$ cat src/rtl/full_adder.sv
// Registered ripple-carry adder: {cout,s} = a + b + cin with two's-complement
// overflow flag and a valid strobe, one clock of latency, full throughput.
module full_adder #(
  parameter int WIDTH = 1
) (
  input  logic             clk,
  input  logic             rst,
  input  logic             in_valid,
  input  logic [WIDTH-1:0] a,
  input  logic [WIDTH-1:0] b,
  input  logic             cin,
  output logic [WIDTH-1:0] s,
  output logic             cout,
  output logic             ovf,
  output logic             out_valid
);

  // Carry chain: c[i] is the carry into bit i, c[WIDTH] the carry out.
  logic [WIDTH:0]   c;
  logic [WIDTH-1:0] sum;

  logic [WIDTH-1:0] s_q,   s_d;
  logic             cout_q, cout_d;
  logic             ovf_q,  ovf_d;
  logic             vld_q,  vld_d;

  assign c[0] = cin;

  // Chain of 1-bit full-adder cells, carry rippling from bit 0 upward.
  for (genvar i = 0; i < WIDTH; i++) begin : g_cell
    assign sum[i]   = a[i] ^ b[i] ^ c[i];
    assign c[i+1]   = (a[i] & b[i]) | (a[i] & c[i]) | (b[i] & c[i]);
  end

  // Next state: load a fresh result on in_valid, otherwise hold the data
  // and drop the strobe so idle or X inputs never disturb the outputs.
  always_comb begin
    s_d    = s_q;
    cout_d = cout_q;
    ovf_d  = ovf_q;
    vld_d  = in_valid;
    if (in_valid) begin
      s_d    = sum;
      cout_d = c[WIDTH];
      ovf_d  = c[WIDTH-1] ^ c[WIDTH];
    end
  end

  // Output register; asynchronous reset clears result and strobe at once.
  always_ff @(posedge clk or posedge rst) begin
    if (rst) begin
      s_q    <= '0;
      cout_q <= 1'b0;
      ovf_q  <= 1'b0;
      vld_q  <= 1'b0;
    end else begin
      s_q    <= s_d;
      cout_q <= cout_d;
      ovf_q  <= ovf_d;
      vld_q  <= vld_d;
    end
  end

  assign s         = s_q;
  assign cout      = cout_q;
  assign ovf       = ovf_q;
  assign out_valid = vld_q;

endmodule

$ cat config.mk
export PLATFORM = sky130hd
export DESIGN_NAME = full_adder
export DESIGN_NICKNAME = d
export VERILOG_FILES = /design/src/rtl/full_adder.sv
export SDC_FILE = /design/constraint.sdc
export NUM_CORES = 1
export LEC_CHECK = 0
export ABC_AREA = 1
export BUFFER_PORTS_ARGS = -buffer_cell sky130_fd_sc_hd__buf_2
export CAP_MARGIN = 0
export CORE_AREA = 2 2 39 41
export CTS_BUF_LIST = sky130_fd_sc_hd__clkbuf_4 sky130_fd_sc_hd__clkbuf_8 sky130_fd_sc_hd__clkbuf_16
export DETAILED_ROUTE_END_ITERATION = 8
export DIE_AREA = 0 0 41 43
export GPL_TIMING_DRIVEN = 0
export MAX_ROUTING_LAYER = met4
export SLEW_MARGIN = 15
export SYNTH_ARGS = -nofsm -noshare
export SYNTH_HDL_FRONTEND = slang
export SYNTH_SLANG_ARGS = --single-unit
$ cat constraint.sdc
create_clock -name clk -period 0.8 [get_ports clk]
set_input_delay 0.16 -clock clk [delete_from_list [all_inputs] [get_ports clk]]
set_output_delay 0.16 -clock clk [all_outputs]
set_load 0.01 [all_outputs]
---- Word-level counts from Yosys, hierarchy flattened ----
Index checks and enable logic that the tools add are counted.
word-level totals
  output and inout port bits .............. 4
  register bits ........................... 4
  word-level logic and storage cells ...... 12
operators by class
  bitwise operators ....................... 8
operators with widths
  cell               number
  AND 1 bit          3
  bitwise XOR 1 bit  3
  bitwise OR 1 bit   2

---- Logic depth before layout (Yosys ltp) ----
  word-level depth ........................ 4
  gate-level depth with buffers ........... 5
  mapped depth without buffers ............ 5

---- Least setup slack after synthesis ----
Ideal clock, no wire load.
  kind .................................... input port to flip-flop
  start ................................... input a
  end ..................................... register ovf_q (netlist: ovf)
  stages on the path ...................... 5
  path slack .............................. -127 ps
  required time ........................... 683 ps
  data arrival time ....................... 809 ps
  cells stage by stage .................... fa_1 inv_1 nand2_1 nand3_1 nand2_1
between the ends
  word-level cells in the longest chain between the ends .. 4
  elaborated cells on any way between the ends .. 5
  classes of those cells .................. 5 x bitwise
ends and longest elaborated chain
  element                             line  RTL
  from (decl)                         9     input logic [WIDTH-1:0] a,
  AND 1 bit                           32    assign c[i+1] = (a[i] & b[i]) | (a[i] & c[i]) | (b[i] & c[i]);
  bitwise OR 1 bit (*) (2 in series)  32
  bitwise XOR 1 bit (*)               45    ovf_d = c[WIDTH-1] ^ c[WIDTH];
  to (signal assigned)                59    ovf_q <= ovf_d;
  to (decl)                           24    logic ovf_q, ovf_d;
Every way passes the cells marked *; elsewhere a longest branch is shown, timed or not.
A chain may end at the register's enable or synchronous reset.

---- Final worst setup path ----
  start ................................... register s_q (netlist: s)
  end ..................................... output s
RTL lines
  element                 line  RTL
  from (decl)             22    logic [WIDTH-1:0] s_q, s_d;
  from (signal assigned)  52    s_q <= '0;
  from (signal assigned)  57    s_q <= s_d;
  to (decl)               12    output logic [WIDTH-1:0] s,
No word-level cell between the ends.

==> results_dict.tcl <==
set metrics [dict create \
    cts-root-buf "clkbuf_4" \
    synth_common_cells "nand2_1, dfrtp_1, inv_1" \
    status "finished, violations left" \
    cts_sinks 4 \
    tns_ns -0.339 \
    yosysSeqAreaShare_pct 55.9 \
    clk_transition_reported_paths_ns 0.03 \
    slew_violations 0 \
    cts_max_path_buffers 2 \
    grt_max_degree 5 \
    antenna_found_initial 0 \
    die_area_um2 1760 \
    fin_worst_skew_ns 0 \
    async_reset_ff_share_pct 100 \
    track_usage_pct 6.39 \
    synth_most_common_cell "nand2_1" \
    nets 46 \
    routed_wl_um 400 \
    initial_utilization_pct 12.9 \
    wl_per_cell_um 7.55 \
    clock.fmax_ghz 1.12 \
    syn_nets 26 \
    power.density_nw_per_um2 1930 \
    worstSkewPairLatency_ns 0.23 \
    htreeDepth 1 \
    synthFlopType "dfrtp_1" \
    synthCells 19 \
    crit_fanout 2 \
    synth_edf_count 0 \
    drt-initial-drc-count 2 \
    final_layout_size_suffix_gt1_share_pct 56.8 \
    top_level_ports 10 \
    crit_slowest_cell "dfrtp_1" \
    netlist.area_leader.share_pct 55.9 \
    crit_family "flip-flops" \
    via_count 169 \
    ys_types 6 \
    crit_chain "buf_2" \
    rows 14 \
    syn_to_final_growth_pct 85.3 \
    grt_pass1_vias 172 \
    rsz0062_at_grt "true" \
    grt_pass1_wl_um 648 \
    die_w_um 41 \
    ir_worst_vdd_mv 0.426 \
    drcViolationCount 0 \
    pre_cts_ws_ns -0.213 \
    postSynthAreaPerCell_um2 9.42 \
    drtAntennaViolNets 0 \
    num_antenna_cells 0 \
    drv_cap 0 \
    fin_util_pct 24.0 \
    cp_data_required_time_ns 0.64 \
    yosys_register_bits 4 \
    hold_class "in2reg" \
    hold_viol_final 0 \
    worst_pin_slew_ns 0.148 \
    cts_tree "yes" \
    core-area_um2 1380 \
    cp_slowest_stage_delay_ns 0.37 \
    yosys_warnings 0 \
    yosys-top-cells-area "dfrtp_1, nand2_1, fa_1" \
    critPathArrivalTime_ns 0.73 \
    first_pass_iters 2 \
    die_h_um 43 \
    postLayoutSetupSlackWorst_ns -0.0941 \
    via_per_inst 3.19 \
    critPathBufInv 1 \
    crit_type "reg2out" \
    violations "setup timing" \
    fin_crit_sh_pct 112 \
    synth_top_area_cell "dfrtp_1" \
    numCtsBuffers 3 \
    grt_overflow_total 0 \
    setup_viol 5 \
    p_leak_uw 0.000185 \
    end_kind "primary output" \
    worstSetupStartpointType "flop" \
    io_buffer_count 9 \
    fin_crit_ns 0.894 \
    gp_routability_congestion 0.572 \
    relSlewSlack_pct 90.1 \
    syn_area_um2 179 \
]
## state kept, by name (all words and copies together), names as in the netlist
name	cells
ovf	1
out_valid	1
cout	1
s	1
## final cells by class
| cell class | count | area [um^2] |
|---|---|---|
| Sequential cell | 4 | 100 |
| Multi-Input combinational cell | 11 | 71.3 |
| Clock buffer | 3 | 22.5 |
| Fill cell | 162 | 1050 |
| Inverter | 4 | 15.0 |
| Tap cell | 16 | 20.0 |
| Timing Repair Buffer | 15 | 103 |
## worst paths after layout
| kind | cells past startpoint | to | slack, ns | from |
|---|---|---|---|---|
| setup / recovery | 1 | s | -0.09 | s |
| hold / removal | 1 | out_valid | 0.1 | in_valid |
| max in group asynchronous | 3 | s | 0.30 | rst |
| setup reg to reg | 4 | s | 0 | s |
| min in group asynchronous | 3 | ovf | 0.35 | rst |
| hold reg to reg | 3 | cout | 0.56 | cout |
## power by group
part | switching [uW] | total, uW | internal (uW)
registers | 10.4 | 236 | 225
logic | 66.2 | 160 | 93.8
clock network | 76.1 | 243 | 167
total | 153 | 639 | 486
## metal layers
layer  up-vias  share of wire [%]  GRT usage (%)
met3         0                9.8           1.57
met1        69                 48           6.47
li1         91                  -              -
met4         0                  0           10.0
met5         -                  0              -
met2         9                 42           7.50
## stage by stage
step,total power (uW),hold WS (ns),std cells,area (um^2)
5_1_grt,688,0.0960,53,332
2_1_floorplan,287,-0.0739,19,181
3_3_place_gp,333,0.0394,44,246
4_1_cts,622,0.0845,51,302
3_5_place_dp,336,0.0434,44,246
6_report,639,0.0960,53,332
## timing repair
action,in CTS,in global routing
buffers inserted,3,2
endpoints found under the setup margin,4,5
hold buffers,1,0
endpoints found under the hold margin,4,0
gates resized for setup,0,3
gates cloned,0,0
pin swaps,0,2
## cells by family (layout without fill, tap and decap cells)
family | Yosys count | count (layout) | share of synthesized area, %
compound gates | 1 | 1 | 4.90
fa+ha+maj | 1 | 1 | 11.2
flops | 4 | 4 | 55.9
buf+inv | 4 | 22 | 8.39
simple gates | 9 | 9 | 19.6
## layout by cell type (no fill, tap or decap)
| cell type | n |
|---|---|
| buf_2 | 8 |
| buf_4 | 4 |
| buf_6 | 2 |
| clkbuf_4 | 3 |
| dfrtp_1 | 4 |
| dlygate4sd3_1 | 1 |
| fa_2 | 1 |
| inv_1 | 3 |
| inv_2 | 1 |
| nand2_1 | 8 |
| nand3_2 | 1 |
| o21ai_2 | 1 |
(Power assumes the default switching activity.)
